[src/rtl/ram64_fifo.sv]
// ram64_fifo: valid/ready stream buffer built around the single-port ram64.
// Pointers, occupancy and a one-word registered head live here; the RAM holds
// the payload. Capacity is DEPTH words in RAM plus one in the head register.
// The RAM port serves one access per cycle, and a head refill (read) always
// takes the port ahead of a push (write).
module ram64_fifo #(
  parameter int DATA_W = 16,
  parameter int ADDR_W = 6
) (
  input  logic              clk,
  input  logic              reset,
  input  logic              flush,
  input  logic [DATA_W-1:0] in_data,
  input  logic              in_valid,
  output logic              in_ready,
  output logic [DATA_W-1:0] out_data,
  output logic              out_valid,
  input  logic              out_ready,
  output logic [ADDR_W:0]   level,
  output logic              full,
  output logic              empty,
  output logic [ADDR_W-1:0] mem_addr,
  output logic              mem_we,
  output logic [DATA_W-1:0] mem_wdata,
  input  logic [DATA_W-1:0] mem_rdata
);

  localparam logic [ADDR_W:0] DEPTH_C = (ADDR_W+1)'(2**ADDR_W);

  logic [ADDR_W-1:0] wr_ptr;
  logic [ADDR_W-1:0] rd_ptr;
  logic [ADDR_W:0]   mem_count;

  logic pop;
  logic refill;
  logic push;

  // Handshake decode; the head register reloads whenever it is empty or being taken.
  assign pop      = out_valid && out_ready;
  assign refill   = (mem_count != '0) && (!out_valid || pop) && !flush;
  assign in_ready = (mem_count != DEPTH_C) && !refill && !flush;
  assign push     = in_valid && in_ready;

  // RAM port: the read address wins the single port during a refill.
  assign mem_addr  = refill ? rd_ptr : wr_ptr;
  assign mem_we    = push;
  assign mem_wdata = in_data;

  // Status: the head register counts toward level but not toward full.
  assign level = mem_count + (ADDR_W+1)'(out_valid);
  assign full  = (mem_count == DEPTH_C);
  assign empty = (level == '0);

  // Pointer, occupancy and head-register update; reset also clears the head word.
  always_ff @(posedge clk) begin
    if (reset) begin
      wr_ptr    <= '0;
      rd_ptr    <= '0;
      mem_count <= '0;
      out_valid <= 1'b0;
      out_data  <= '0;
    end else if (flush) begin
      wr_ptr    <= '0;
      rd_ptr    <= '0;
      mem_count <= '0;
      out_valid <= 1'b0;
    end else begin
      if (push) begin
        wr_ptr <= wr_ptr + ADDR_W'(1);
      end
      if (refill) begin
        out_data  <= mem_rdata;
        out_valid <= 1'b1;
        rd_ptr    <= rd_ptr + ADDR_W'(1);
      end else if (pop) begin
        out_valid <= 1'b0;
      end
      case ({push, refill})
        2'b10:   mem_count <= mem_count + (ADDR_W+1)'(1);
        2'b01:   mem_count <= mem_count - (ADDR_W+1)'(1);
        default: mem_count <= mem_count;
      endcase
    end
  end

endmodule
[config.mk]
export PLATFORM = sky130hd
export DESIGN_NAME = ram64_fifo
export DESIGN_NICKNAME = d
export VERILOG_FILES = /design/src/rtl/ram64_fifo.sv
export SDC_FILE = /design/constraint.sdc
export NUM_CORES = 1
export LEC_CHECK = 0
export CORE_UTILIZATION = 47
export CTS_BUF_LIST = sky130_fd_sc_hd__clkbuf_4 sky130_fd_sc_hd__clkbuf_8
export CTS_CLUSTER_SIZE = 28
export DETAILED_ROUTE_END_ITERATION = 8
export HOLD_SLACK_MARGIN = 0.03
export PLACE_DENSITY_LB_ADDON = 0.1
export SLEW_MARGIN = 20
export SYNTH_ARGS = -nofsm -noshare
export SYNTH_HDL_FRONTEND = slang
export SYNTH_SLANG_ARGS = --single-unit
[constraint.sdc]
create_clock -name clk -period 8.53 [get_ports clk]
set_input_delay 1.2795 -clock clk [delete_from_list [all_inputs] [get_ports clk]]
set_output_delay 1.2795 -clock clk [all_outputs]
set_load 0.02 [all_outputs]
==> flow_summary.html <==
<table>
<tr><th>Metric</th><th>Value</th></tr>
<tr><th colspan="2">Outcome</th></tr>
<tr><td>Status</td><td>complete, no violations</td></tr>
<tr><th colspan="2">Clocking</th></tr>
<tr><td>Num CTS Buffers</td><td>5</td></tr>
<tr><td>Post-CTS setup-driven buffer insertion count</td><td>0</td></tr>
<tr><td>Clock slew at reported path FFs</td><td>0.07 ns</td></tr>
<tr><td>Number of hold-repair buffers added at the cts stage</td><td>0</td></tr>
<tr><td>Quantity of gates resized following cts</td><td>0</td></tr>
<tr><td>Max H-tree Level</td><td>2</td></tr>
<tr><td>Clock latency of the later-clocked register in the worst-skew pair</td><td>0.29 ns</td></tr>
<tr><td>Max Buffers Root-to-Sink</td><td>2</td></tr>
<tr><td>TritonCTS clock tree</td><td>built</td></tr>
<tr><td>CTS sink cnt</td><td>36</td></tr>
<tr><td>Clk root buf</td><td>clkbuf_8</td></tr>
<tr><th colspan="2">Worst setup path</th></tr>
<tr><td>Category of the worst setup path capture point</td><td>output port</td></tr>
<tr><td>Capture instance of the worst register-to-register path</td><td>mem_count[6]</td></tr>
<tr><td>Category of the most critical setup path</td><td>in -&gt; out</td></tr>
<tr><td>Critical R2R Launch</td><td>mem_count[2]</td></tr>
<tr><td>Arrival time at the worst endpoint</td><td>3.75 ns</td></tr>
<tr><td>Required time of the critical path</td><td>~7.3 ns</td></tr>
<tr><td>Worst setup slack for register-to-register paths</td><td>~4.6 ns</td></tr>
<tr><td>Critical-path maximum fanout</td><td>29</td></tr>
<tr><td>Number of cells on the worst reg-to-reg path</td><td>12</td></tr>
<tr><td>Startpoint class of the critical path</td><td>primary input</td></tr>
<tr><th colspan="2">Detailed routing</th></tr>
<tr><td>Number of vias after detailed routing</td><td>approximately 1700</td></tr>
<tr><td>DRT iter0 DRCs</td><td>96</td></tr>
<tr><td>WL per Instance</td><td>12.02 um</td></tr>
<tr><td>Sum of routed wire length over all layers</td><td>roughly 4000 um</td></tr>
<tr><td>Routed Antenna Nets</td><td>0</td></tr>
<tr><td>First drt pass iteration count</td><td>4</td></tr>
<tr><td>Remaining routing DRC violations</td><td>0</td></tr>
<tr><td>Detailed-route vias per instance</td><td>5.137</td></tr>
<tr><th colspan="2">Logic synthesis</th></tr>
<tr><td>Post-synth top area share</td><td>~36%</td></tr>
<tr><td>Net count of the mapped netlist</td><td>around 300</td></tr>
<tr><td>Yosys cell types</td><td>42</td></tr>
<tr><td>Number of flops mapped to enable cells by yosys</td><td>0</td></tr>
<tr><td>Cells after synthesis</td><td>about 250</td></tr>
<tr><td>Asr flop ratio synth</td><td>0%</td></tr>
<tr><td>Most frequent cells after synthesis</td><td>nand2_1 (60), dfxtp_1 (36), a21oi_1 (26)</td></tr>
<tr><td>Cell area after synthesis</td><td>1983 sq um</td></tr>
<tr><td>Largest area contributor in the synthesized netlist</td><td>dfxtp_1</td></tr>
<tr><td>Leading cell type by number of instances after synthesis</td><td>nand2_1</td></tr>
<tr><td>Commonest register cell after synthesis</td><td>dfxtp_1</td></tr>
<tr><td>Sequential area share after synthesis</td><td>between 30 and 40%</td></tr>
<tr><td>Warnings, synthesis</td><td>0</td></tr>
<tr><td>Flop and latch count out of synthesis</td><td>36</td></tr>
<tr><td>Synth area leaders</td><td>dfxtp_1 (36%), nand2_1 (11%), buf_4 (6.8%)</td></tr>
<tr><td>Avg Synthesized Cell Area</td><td>7.901 sq um</td></tr>
<tr><th colspan="2">GRT</th></tr>
<tr><td>First-pass GRT wire length</td><td>6610 um</td></tr>
<tr><td>Pin count of the biggest net entering global routing</td><td>30</td></tr>
<tr><td>Via count of the first global-routing pass</td><td>1530</td></tr>
<tr><td>GRT Util Overall</td><td>roughly 19%</td></tr>
<tr><td>Overflow left after global routing</td><td>0</td></tr>
<tr><td>Initial antenna violation count</td><td>0</td></tr>
<tr><th colspan="2">Placed design</th></tr>
<tr><td>Setup slack after placement</td><td>3.480 ns</td></tr>
<tr><td>Number of placed instances, taps included</td><td>about 330</td></tr>
<tr><td>Total of buffers placed on input and output ports</td><td>54</td></tr>
<tr><td>Dpl hpwl</td><td>approximately 3000 um</td></tr>
<tr><td>Routability cong.</td><td>roughly 0.77</td></tr>
<tr><th colspan="2">Flow run</th></tr>
<tr><td>Maximum Capacitance Violations</td><td>0</td></tr>
<tr><th colspan="2">Timing</th></tr>
<tr><td>Max_slew headroom</td><td>about half</td></tr>
<tr><td>RSZ-0062 raised after global routing</td><td>false</td></tr>
<tr><td>Final Cycle Share</td><td>slightly below 60%</td></tr>
<tr><td>Tightest Pin Transition</td><td>0.7548 ns</td></tr>
<tr><td>Largest clock skew in the final design</td><td>0.004500 ns</td></tr>
<tr><td>Achievable clock frequency</td><td>between 150 and 200 MHz</td></tr>
<tr><td>Final max-slew violation count</td><td>0</td></tr>
<tr><td>Crit path time final</td><td>around 5 ns</td></tr>
<tr><td>Setup violation total in the final timing report</td><td>0</td></tr>
<tr><td>Final hold vios</td><td>0</td></tr>
<tr><td>Worst Setup Slack, final</td><td>3.504 ns</td></tr>
<tr><td>Final-layout setup total negative slack</td><td>0 ns</td></tr>
<tr><td>Hold slack</td><td>about 0.46 ns</td></tr>
<tr><th colspan="2">Final layout</th></tr>
<tr><td>Fin util</td><td>a little over three fifths</td></tr>
<tr><td>Layout Cells excl Fill</td><td>approximately 340</td></tr>
<tr><td>Fill cells</td><td>between 300 and 400</td></tr>
<tr><td>Area grow syn2layout</td><td>27.76%</td></tr>
<tr><td>Layout cell share with drive strength beyond 1</td><td>under 10%</td></tr>
<tr><td>Final layout net count</td><td>roughly 330</td></tr>
<tr><td>Count of inserted antenna diode cells</td><td>0</td></tr>
<tr><th colspan="2">Power and ir drop</th></tr>
<tr><td>Leakage dissipation</td><td>approximately 0.00095 uW</td></tr>
<tr><td>Power Dens Cells</td><td>158.1 nW/um^2</td></tr>
<tr><td>Largest vdd supply drop</td><td>between 0.07 and 0.08 mV</td></tr>
<tr><th colspan="2">Worst hold path</th></tr>
<tr><td>Classification of the worst-slack hold path</td><td>reg -&gt; reg</td></tr>
<tr><td>Number of instances on the worst hold path</td><td>2</td></tr>
<tr><td>Sink of the worst hold path</td><td>out_data[13]</td></tr>
<tr><td>HP Start</td><td>out_data[13]</td></tr>
<tr><th colspan="2">Die</th></tr>
<tr><td>DIE AREA</td><td>between 4000 and 5000 sq um</td></tr>
<tr><td>Die Height</td><td>66.96 um</td></tr>
<tr><td>CORE AREA</td><td>~4000 sq um</td></tr>
<tr><td>Die boundary width</td><td>~67 um</td></tr>
<tr><td>Effective utilization at floorplan</td><td>about half</td></tr>
<tr><td>Num rows</td><td>23</td></tr>
<tr><td>Top-level port count</td><td>87</td></tr>
</table>
per-layer routing:
metal	routed length [um]	vias to the layer above	track usage [%]
met4	74	0	9.043
met2	1717	48	29.80
met5	0	-	0
li1	-	898	-
met1	1990	772	24.50
met3	257	8	6.164
area by class of cell:
cell class,instances,area [sq um],area share [%]
Multi-Input combinational cell,180,1054,41.58
Inverter,8,30.03,1.185
Timing Repair Buffer,54,540.5,21.33
Tap cell,50,62.56,2.469
Sequential cell,36,720.7,28.44
Clock inverter,1,30.03,1.185
Clock buffer,7,96.34,3.802
cell usage in the layout (no fill, tap or decap), drive strengths merged, types with 4 or more instances in the layout:
cell type / count
or4: 4
dfxtp: 36
ha: 10
a21oi: 26
nand2: 60
xnor2: 6
inv: 8
and3: 4
nand3: 8
clkbuf: 7
clkdlybuf4s50: 54
nor2: 20
o211ai: 4
xor2: 8
per-stage QoR:
stage                     power, uW  area [sq um]
final                         400.6          2534
after global routing          418.1          2534
after CTS                     404.3          2534
after detailed placement      242.8          2407
after global placement        242.6          2407
after floorplan               228.5          1983
flip-flops by register name, indices dropped and copies added (netlist names):
signal	cells
wr_ptr	6
out_valid	1
mem_count	7
out_data	16
rd_ptr	6
logic make-up (layout without fill, tap and decap cells):
logic type / count (synthesis) / in the layout / share of synthesized area (%)
compound gates: 42 / 42 / 13.00
fa+ha+maj: 11 / 11 / 7.319
buf+inv: 35 / 70 / 10.54
xor+xnor: 14 / 14 / 6.183
mux: 2 / 2 / 1.010
flops: 36 / 36 / 36.34
simple gates: 111 / 111 / 25.62
where the power goes:
| group | switching (uW) | leakage [uW] | total (uW) | internal (uW) |
|---|---|---|---|---|
| registers | 3.35 | 0.000291 | 176 | 173 |
| clock network | 58.8 | 0.0000645 | 162 | 103 |
| logic | 33.6 | 0.000596 | 62.8 | 29.1 |
worst max-delay path: stages:
cell and delay (ns):
clkdlybuf4s50_1 0.47, or3_1 0.72, inv_2 0.50, nand2_1 0.11, nand2_1 0.07, clkdlybuf4s50_1 0.59
worst max-delay path by stage:
stage / depth (start not counted) / from / endpoint / slack (ns)
after floorplan: 13 / flush / mem_count[6] / 4.91
after global placement: 6 / flush / mem_addr[2] / 3.49
after detailed placement: 6 / flush / mem_addr[5] / 3.48
after CTS: 6 / flush / mem_addr[5] / 3.48
after global routing: 6 / flush / mem_addr[4] / 3.30
final: 6 / flush / mem_addr[5] / 3.50
(Power assumes the default switching activity.)
==> RTL change, RTL diff (config.mk and constraints unchanged) <==
Register the output `level`, cleared by the reset; this adds one clock of latency there. The other outputs are not delayed to match.
--- a/src/rtl/ram64_fifo.sv
+++ b/src/rtl/ram64_fifo.sv
@@ -29,2 +29,4 @@
 
+  logic [ADDR_W:0] level_d;
+
   logic [ADDR_W-1:0] wr_ptr;
@@ -49,5 +51,5 @@
   // Status: the head register counts toward level but not toward full.
-  assign level = mem_count + (ADDR_W+1)'(out_valid);
+  assign level_d = mem_count + (ADDR_W+1)'(out_valid);
   assign full  = (mem_count == DEPTH_C);
-  assign empty = (level == '0);
+  assign empty = (level_d == '0);
 
@@ -85,2 +87,10 @@
 
+  always_ff @(posedge clk) begin
+    if (reset) begin
+      level <= '0;
+    end else begin
+      level <= level_d;
+    end
+  end
+
 endmodule
Check against the original RTL: not equivalent (Yosys sat finds a counterexample within 4 cycles, from zero or initial values and one cycle with reset high).
==> RTL change against the original RTL <==
- combinational power rose by 3.3%
- count of clock-buffer cells in the layout decreased by 1
- non-clock buffer count unchanged
- power increased by 0.82%
- fmax is 2.9% lower
- final area increased by 11%
- worst setup slack worse by 0.15 ns
- largest cell class unchanged
- routed wire length is 18% higher
- synthesized area is 17% higher
- sequential cell count rose by 7
- via count rose by 13%
==> RTL change: results (changes against the original RTL) <==
Pleak - 1.02 nW (+7.0%)
DR iter-0 viols - 42 (-56%)
Reg2reg path depth - 10 (-2)
Critical path fanouts, max - 33 (+14%)
Max incr delay on CP - 0.65 ns (-0.07 ns)
M3 GR Usage - 4.03% (-2.1 points)
Via density - 5.08 (-1.1%)
Status - finished, final reports clean
Number of library cell types mapped by synthesis - 44 (+4.8%)
First-pass GRT wire length - 7890 um (+19%)
Slowest-stage cell, CP - inv_1
HP Start - out_data[8]$_SDFFE_PP0P_
Clock Skew - 0.00801 ns (+0.00351 ns)
Share of cells above drive strength 1 - 5.35% (-0.60 points)
Fill count - 444 (+24%)
Cells after DPL - 377 (+15%)
Overall Global Routing Usage - 19.4% (-0.047 points)
Worst Tran Pin Value - 0.965 ns (+0.210 ns)
Post-DP HPWL - 3420 um (+14%)
Crit path from - out_ready
Worst hold endpoint - out_data[8]$_SDFFE_PP0P_
Cts bufs inserted - 5 (unchanged)
Grt met2 use - 30.7% (+0.94 points)
Largest net degree at the start of global routing - 34 (+13%)
DP Area - 0.00273 mm2 (+13%)
RD Place Congestion - 0.824 (+7.7%)
Reg-to-reg slack, setup - 4.77 ns (+0.14 ns)
Vias in the first global route - 1745 (+14%)
Post-Synthesis Cells - 287 (+14%)
Hold Slack - 0.457 ns (+0.000312 ns)
Synth top area share - 37.2% (+0.87 points)
Post-route insts no fill - 385 (+15%)
WP data arrival - 3.89 ns (+0.14 ns)
Pre-CTS WS - 3.33 ns (-0.147 ns)
VDD IR max - 94.5 uV (+25%)
Syn Nets - 335 (+12%)
Synth top cells by count - nand2_1 (62), dfxtp_1 (43), a21oi_1 (32)
Top cells by area, synth - dfxtp_1 (37%), nand2_1 (10%), a21oi_1 (6.9%)
Final WL - 4780 um (+18%)
[RTL change: worst max-delay path, delay by kind of cell]
| family | cells | cell delay (ns) |
|---|---|---|
| buffers and inverters | 3 | 1.72 |
| AO/OA/AOI/OAI | 1 | 0.59 |
| AND/OR/NAND/NOR | 3 | 0.29 |
[RTL change: worst max-delay path by stage]
stage / to / slack (ns)
floorplan: mem_addr[3] / 4.68
CTS: mem_addr[4] / 3.33
finish: mem_addr[4] / 3.36
detailed placement: mem_addr[4] / 3.33
global route: mem_addr[4] / 3.13
global placement: mem_addr[2] / 3.38
[RTL change: layout make-up]
class | instances | area share, %
Multi-Input combinational cell | 204 | 43.0
Sequential cell | 43 | 30.5
Timing Repair Buffer | 54 | 19.2
Tap cell | 67 | 2.97
Clock buffer | 6 | 2.71
Inverter | 9 | 1.20
Clock inverter | 2 | 0.444
[RTL change: through the flow]
| step | total power, W | utilization, % |
|---|---|---|
| after global placement | 0.000279 | 57.8 |
| after global routing | 0.000425 | 59.7 |
| after floorplan | 0.000264 | - |
| final | 0.000404 | 59.7 |
| after detailed placement | 0.000279 | 57.8 |
| after CTS | 0.000408 | 59.7 |
[RTL change: power by group]
| part | internal (W) | switching, W |
|---|---|---|
| Combinational | 0.0000291 | 0.0000358 |
| Clock | 0.0000604 | 0.0000694 |
| Sequential | 0.000206 | 0.00000362 |
| Total | 0.000295 | 0.000109 |
[RTL change: kinds of logic after synthesis]
| group | count (synthesis) | synth area share [%] |
|---|---|---|
| compound gates | 55 | 15.3 |
| xor+xnor | 9 | 3.41 |
| fa+ha+maj | 11 | 6.27 |
| buf+inv | 40 | 10.4 |
| flops | 43 | 37.2 |
| mux | 5 | 2.16 |
| simple gates | 124 | 25.3 |
[RTL change: routing by layer]
metal  wire length, um  vias to the layer above  part of all wire (%)
met2              2040                       53                    43
met3               288                       11                   6.0
li1                  -                     1024                     -
met1              2380                      868                    50
met4                74                        0                   1.5
met5                 0                        -                     0
